`config.mk`:
```
export PLATFORM = sky130hd
export DESIGN_NAME = pipe_regfile_flat
export DESIGN_NICKNAME = d
export VERILOG_FILES = /design/src/rtl/pipe_regfile_if.sv /design/src/rtl/pipe_regfile.sv /design/src/flat_wrapper.sv
export SDC_FILE = /design/constraint.sdc
export NUM_CORES = 2
export LEC_CHECK = 0
export CAP_MARGIN = 25
export CELL_PAD_IN_SITES_DETAIL_PLACEMENT = 1
export CELL_PAD_IN_SITES_GLOBAL_PLACEMENT = 1
export CORE_MARGIN = 1
export CORE_UTILIZATION = 25
export CTS_BUF_LIST = sky130_fd_sc_hd__clkbuf_8
export DETAILED_ROUTE_END_ITERATION = 12
export PLACE_DENSITY = 0.51
export SYNTH_ARGS = -nofsm -noshare
export SYNTH_HDL_FRONTEND = slang
export SYNTH_SLANG_ARGS = --single-unit
```
`constraint.sdc`:
```
create_clock -name clk -period 3.69 [get_ports clk]
set_clock_uncertainty 0.05 [all_clocks]
set_input_delay 1.107 -clock clk [delete_from_list [all_inputs] [get_ports clk]]
set_output_delay 1.107 -clock clk [all_outputs]
set_load 0.01 [all_outputs]
```
`src/rtl/pipe_regfile_if.sv`:
```
// ---------------------------------------------------------------------------
// pipe_regfile_if
//   Bundles the write, read and issue signals of the pipelined register file.
//   The master side (ID/WB stages, or a testbench) drives addresses, data and
//   enables; the slave side (pipe_regfile) returns read data and busy flags.
//
//   Signals
//     wr_en    [NW]      per-port write enable
//     wr_clr   [NW]      per-port: the write also clears the busy bit
//     wr_addr  [NW*AW]   packed write addresses, port i at [i*AW +: AW]
//     wr_data  [NW*DW]   packed write data, port i at [i*DW +: DW]
//     rd_addr  [NR*AW]   packed read addresses
//     rd_data  [NR*DW]   packed read data (combinational)
//     rd_busy  [NR]      busy flag of each read address (combinational)
//     iss_en   [1]       issue: mark iss_addr as having a pending producer
//     iss_addr [AW]      destination register of the issued instruction
// ---------------------------------------------------------------------------
interface pipe_regfile_if #(
  parameter int DW = 32,
  parameter int AW = 5,
  parameter int NR = 2,
  parameter int NW = 2
);
  logic [NW-1:0]    wr_en;
  logic [NW-1:0]    wr_clr;
  logic [NW*AW-1:0] wr_addr;
  logic [NW*DW-1:0] wr_data;
  logic [NR*AW-1:0] rd_addr;
  logic [NR*DW-1:0] rd_data;
  logic [NR-1:0]    rd_busy;
  logic             iss_en;
  logic [AW-1:0]    iss_addr;

  modport master (
    output wr_en, wr_clr, wr_addr, wr_data, rd_addr, iss_en, iss_addr,
    input  rd_data, rd_busy
  );

  modport slave (
    input  wr_en, wr_clr, wr_addr, wr_data, rd_addr, iss_en, iss_addr,
    output rd_data, rd_busy
  );
endinterface

```
`src/rtl/pipe_regfile.sv`:
```
// ---------------------------------------------------------------------------
// pipe_regfile
//   Multi-port general register file for the pipelined MIPS core, with a
//   per-register busy scoreboard used by the hazard unit. Reads and issues
//   happen in ID, writes and busy clears in WB.
//
//   Ports
//     clk   rising-edge clock
//     rst   synchronous, active-high reset (clears registers and busy bits)
//     bus   pipe_regfile_if.slave: write ports, read ports, issue port
//
//   Parameters
//     DW data width, AW address width (depth 2**AW, register 0 reads as 0),
//     NR read ports, NW write ports (highest index wins on collisions).
//
//   Build option
//     REGFILE_BYPASS_EN  when defined, reads forward same-cycle write data and
//                        rd_busy shows a same-cycle clear; when undefined,
//                        reads show registered state only.
// ---------------------------------------------------------------------------
module pipe_regfile #(
  parameter int DW = 32,
  parameter int AW = 5,
  parameter int NR = 2,
  parameter int NW = 2
) (
  input  logic           clk,
  input  logic           rst,
  pipe_regfile_if.slave  bus
);

  localparam int DEPTH = 1 << AW;

  logic [DW-1:0]    regs_q [DEPTH];
  logic [DEPTH-1:0] busy_q;
  logic [DEPTH-1:0] busy_d;

  // Scoreboard next state: clears first, then the issue set, so a set and a
  // clear of the same register in one cycle leaves it busy.
  always_comb begin
    // NOTE: every combinational output gets a default first so no path leaves
    // it unassigned (which would infer a latch); blocking '=' is used here so
    // later statements see earlier updates.
    busy_d = busy_q;
    for (int i = 0; i < NW; i++) begin
      if (bus.wr_en[i] && bus.wr_clr[i]) begin
        busy_d[bus.wr_addr[i*AW +: AW]] = 1'b0;
      end
    end
    if (bus.iss_en) begin
      busy_d[bus.iss_addr] = 1'b1;
    end
    busy_d[0] = 1'b0;
  end

  // NOTE: state registers use non-blocking '<=' so all flops sample the same
  // pre-edge values regardless of statement order.
  always_ff @(posedge clk) begin
    if (rst) begin
      busy_q <= '0;
    end else begin
      busy_q <= busy_d;
    end
  end

  // Register array. Ports are visited in ascending order; the last
  // non-blocking assignment to an address wins, giving the highest port
  // priority on collisions. Address 0 is never written.
  always_ff @(posedge clk) begin
    if (rst) begin
      // NOTE: clearing the whole array on reset rules out a RAM macro and
      // costs a wide reset fan-out; it is kept because the core relies on
      // every register reading zero after reset.
      for (int r = 0; r < DEPTH; r++) begin
        regs_q[r] <= '0;
      end
    end else begin
      for (int i = 0; i < NW; i++) begin
        if (bus.wr_en[i] && (bus.wr_addr[i*AW +: AW] != '0)) begin
          regs_q[bus.wr_addr[i*AW +: AW]] <= bus.wr_data[i*DW +: DW];
        end
      end
    end
  end

  // Read ports: combinational, register 0 always reads as zero / not busy.
  always_comb begin
    logic [AW-1:0] ra;
`ifdef REGFILE_BYPASS_EN
    logic          clr_hit;
`endif
    bus.rd_data = '0;
    bus.rd_busy = '0;
    for (int j = 0; j < NR; j++) begin
      ra = bus.rd_addr[j*AW +: AW];
      if (ra != '0) begin
        bus.rd_data[j*DW +: DW] = regs_q[ra];
        bus.rd_busy[j]          = busy_q[ra];
`ifdef REGFILE_BYPASS_EN
        // Forwarding is suppressed during reset because those writes are
        // discarded at the edge anyway.
        clr_hit = 1'b0;
        if (!rst) begin
          for (int i = 0; i < NW; i++) begin
            if (bus.wr_en[i] && (bus.wr_addr[i*AW +: AW] == ra)) begin
              bus.rd_data[j*DW +: DW] = bus.wr_data[i*DW +: DW];
              if (bus.wr_clr[i]) begin
                clr_hit = 1'b1;
              end
            end
          end
          // A same-cycle issue to this register re-arms it, so the clear is
          // only shown when no new producer is being issued.
          if (clr_hit && !(bus.iss_en && (bus.iss_addr == ra))) begin
            bus.rd_busy[j] = 1'b0;
          end
        end
`endif
      end
    end
  end

endmodule

```
`src/flat_wrapper.sv`:
```
// flat-port wrapper written by rule: the top's interface ports become plain ports
module pipe_regfile_flat 
#(
  parameter int DW = 32,
  parameter int AW = 5,
  parameter int NR = 2,
  parameter int NW = 2
)
  (clk, rst, bus_wr_en, bus_wr_clr, bus_wr_addr, bus_wr_data, bus_rd_addr, bus_iss_en, bus_iss_addr, bus_rd_data, bus_rd_busy);
  pipe_regfile_if #(.DW(DW), .AW(AW), .NR(NR), .NW(NW)) bus_i ();
  input  logic clk;
  input  logic rst;
  input wire logic [$bits(bus_i.wr_en)-1:0] bus_wr_en;
  input wire logic [$bits(bus_i.wr_clr)-1:0] bus_wr_clr;
  input wire logic [$bits(bus_i.wr_addr)-1:0] bus_wr_addr;
  input wire logic [$bits(bus_i.wr_data)-1:0] bus_wr_data;
  input wire logic [$bits(bus_i.rd_addr)-1:0] bus_rd_addr;
  input wire logic [$bits(bus_i.iss_en)-1:0] bus_iss_en;
  input wire logic [$bits(bus_i.iss_addr)-1:0] bus_iss_addr;
  output wire logic [$bits(bus_i.rd_data)-1:0] bus_rd_data;
  output wire logic [$bits(bus_i.rd_busy)-1:0] bus_rd_busy;
  assign bus_i.wr_en = bus_wr_en;
  assign bus_i.wr_clr = bus_wr_clr;
  assign bus_i.wr_addr = bus_wr_addr;
  assign bus_i.wr_data = bus_wr_data;
  assign bus_i.rd_addr = bus_rd_addr;
  assign bus_i.iss_en = bus_iss_en;
  assign bus_i.iss_addr = bus_iss_addr;
  assign bus_rd_data = bus_i.rd_data;
  assign bus_rd_busy = bus_i.rd_busy;
  pipe_regfile #(.DW(DW), .AW(AW), .NR(NR), .NW(NW)) u_core (.clk(clk), .rst(rst), .bus(bus_i));
endmodule
```
==> impl_metrics.env <==
export IMPL_status="complete, but fails checks"
export IMPL_violations="negative setup slack"
export IMPL_holdBufCountCts=0
export IMPL_dieHeight_um=493
export IMPL_route_met2_wl_um=154000
export IMPL_cp_max_fo=8
export IMPL_synthCells=4112
export IMPL_fin_crit_ns=4.20
export IMPL_synth_seq_area_share_pct=52.0
export IMPL_synth_top_area_share_pct=51.0
export IMPL_nets=5019
export IMPL_dpl_hpwl_um=211000
export IMPL_cp_top_family="buffers and inverters"
export IMPL_grt_use_total_pct=27.6
export IMPL_dieArea_um2=243000
export IMPL_cts_inserted_buffers=197
export IMPL_first_pass_iters=8
export IMPL_hold_end="u_core.busy_q[15]$_SDFF_PP0_"
export IMPL_synth_area_leaders="edfxtp_1, mux4_2, a22o_1, clkbuf_1, mux2i_1"
export IMPL_setup_viol=66
export IMPL_min_delay_path_class="reg -> reg"
export IMPL_ys_ff_latch=1055
export IMPL_setup_tns_ns=-26.18
export IMPL_die_width_um=493
export IMPL_htree_levels=4
export IMPL_core_area_um2=239000
export IMPL_vias=51300
export IMPL_overflow=0
export IMPL_worstReg2RegEnd="u_core.busy_q[27]$_SDFF_PP0_"
export IMPL_antenna_found_initial=16
export IMPL_wl_um=345000
export IMPL_top_layer_used="met5"
export IMPL_fin_crit_sh_pct=114
export IMPL_clockBufferDepth=3
export IMPL_drtIter0Drc=6969
export IMPL_worstSetupPathType="in -> out"
export IMPL_fin_cells=8254
export IMPL_path_depth=11
export IMPL_synthFlopType="edfxtp_1"
export IMPL_drc_errors=0
export IMPL_num_rows=179
export IMPL_cp_end_kind="primary output"
export IMPL_crit_buf_inv=9
export IMPL_grt_max_degree=43
export IMPL_slew_headroom_pct=35.2
export IMPL_cp_start_kind="input port"
export IMPL_design_power_total_mw=31.7
export IMPL_hp_start="u_core.busy_q[15]$_SDFF_PP0_"
export IMPL_reg2reg_setup_slack_ns=2.91
export IMPL_cpPeakStageDelay_ns=0.35
export IMPL_synth_edff_count=1024
export IMPL_synth_top_area_cell="edfxtp_1"
export IMPL_synthArstFlopShare_pct=0
export IMPL_ys_warn_count=0
export IMPL_tightest_slew_ns=0.972
export IMPL_setup_ws_ns=-0.507
export IMPL_final_core_util_pct=35.1
export IMPL_layout_drive_gt1_share_pct=46.6
export IMPL_max_freq_ghz=0.238
export IMPL_p_per_area_nw_per_um2=378
export IMPL_hold_depth=2
export IMPL_numPortBuffers=161
export IMPL_grt_pass1_vias=51400
export IMPL_rsz0062_at_grt="true"
export IMPL_crit_chain="buf_16 -> buf_16 -> buf_6 -> inv_8 -> buf_12 -> buf_4 -> buf_12 -> o2111ai_1 -> a311oi_2 -> buf_4 -> buf_6"
export IMPL_maxCapViolations=0
export IMPL_p_leak_nw=29.5
export IMPL_final_max_slew_viol_count=0
export IMPL_slowest_stage="a311oi_2"
export IMPL_netlist_area_um2=60300
export IMPL_root_buffer="clkbuf_8"
export IMPL_postRouteAntennaNets=0
export IMPL_wire_per_inst_um=41.7
export IMPL_vdd_drop_max_mv=0.305
export IMPL_required_ns=2.53
export IMPL_cts_sinks=1055
export IMPL_place_congestion=0.896
export IMPL_place_inst=7617
export IMPL_clk_pin_slew_worst_paths_ns=0.05
export IMPL_ys_types=49
export IMPL_crit_arrival_ns=3.04
export IMPL_grt_pass1_wl_um=458000
export IMPL_crit_reg2reg_launch="u_core.busy_q[27]$_SDFF_PP0_"
export IMPL_wl_met3_um=35800
export IMPL_ios=162
export IMPL_setup_worst_path_start="bus_rd_addr[5]"
export IMPL_initial_core_util_pct=25.3
export IMPL_hold_viol=0
export IMPL_synth_avg_cell_area_um2=14.7
export IMPL_wl_met1_um=136000
export IMPL_cts_tree="done"
export IMPL_ff2ff_path_depth=2
export IMPL_synthToLayoutAreaGrowth_pct=39.1
export IMPL_via_per_inst=6.21
export IMPL_clock_latency_ns=0.93
-- cells in the mapped netlist, types with 28 or more instances --
cell type	count
buf_2	181
a311oi_1	66
a22oi_1	128
mux2i_1	132
dfxtp_1	31
edfxtp_1	1024
a211oi_1	64
nor2_1	75
a22o_1	992
nor2b_1	71
nor3_1	28
nand2_1	39
a221oi_1	51
mux4_2	460
o21ai_0	109
clkbuf_1	444
mux2_2	68
-- layer usage --
| layer | vias to the layer above | global-route usage (%) |
|---|---|---|
| li1 | 19200 | - |
| met1 | 27700 | 35.9 |
| met2 | 3573 | 42.7 |
| met3 | 770 | 6.99 |
| met4 | 4 | 13.4 |
| met5 | - | 0 |
-- power breakdown --
group	switching [mW]	internal [mW]	leakage [nW]
sequential	0.408	13.9	10.0
clock	5.68	5.21	2.08
combinational	3.59	2.98	17.4
total	9.68	22.0	29.5
-- how the worst max path moves through the flow --
stage / end / slack (ns)
floorplan: bus_rd_data[39] / -0.03
global placement: bus_rd_data[11] / -1.32
detailed placement: bus_rd_data[11] / -1.30
CTS: bus_rd_data[11] / -0.51
global route: bus_rd_data[58] / -0.51
finish: bus_rd_data[40] / -0.51
-- sequential cells by signal, indices dropped and copies added (netlist names) --
name           cells
u_core.busy_q     31
u_core.regs_q   1024
-- worst reg2reg max path, stage by stage (launching register included) --
cell and delay [ns]:
dfxtp_1 0.34, a22oi_1 0.20, nor2_1 0.05
-- area by class of cell --
class | count | area [um^2]
clock inverters | 157 | 825
multi-input cells | 2455 | 30100
diodes | 9 | 22.5
clock buffers | 197 | 2710
repair buffers | 1212 | 14800
well taps | 3167 | 3960
flip-flops and latches | 1055 | 31400
fillers | 24600 | 155000
inverters | 2 | 27.5
-- cell families after synthesis --
group / after synthesis / share of synthesized area, %
AO/OA/AOI/OAI: 1453 / 20.0
buffers and inverters: 634 / 4.35
flip-flops: 1055 / 52.0
multiplexers: 660 / 20.6
other: 1 / 0.00622
AND/OR/NAND/NOR: 309 / 2.98
-- metrics by stage --
stage               hold WS, ns  worst slack [ns]  instance area [um^2]
CTS                       0.493            -0.510                 82600
finish                    0.499            -0.507                 83800
global route              0.528            -0.506                 83800
detailed placement        0.464             -1.30                 72800
floorplan                 0.427           -0.0337                 60800
global placement          0.457             -1.32                 72800
-- cells in the final DEF (no fill, tap or decap), types with 75 or more instances in the layout --
master,n
clkbuf_8,197
mux2i_1,130
buf_6,121
buf_12,273
edfxtp_1,1024
mux4_2,460
a22oi_1,75
buf_4,587
clkdlybuf4s50_1,84
a22o_1,992
-- repair_timing --
item | CTS | global route
gates cloned | 42 | 3
pin swaps | 148 | 122
setup buffers | 227 | 76
hold endpoints to repair | 0 | 0
resized for setup | 1045 | 199
setup endpoints to repair | 66 | 66
Power figures use the tool's default switching activity.
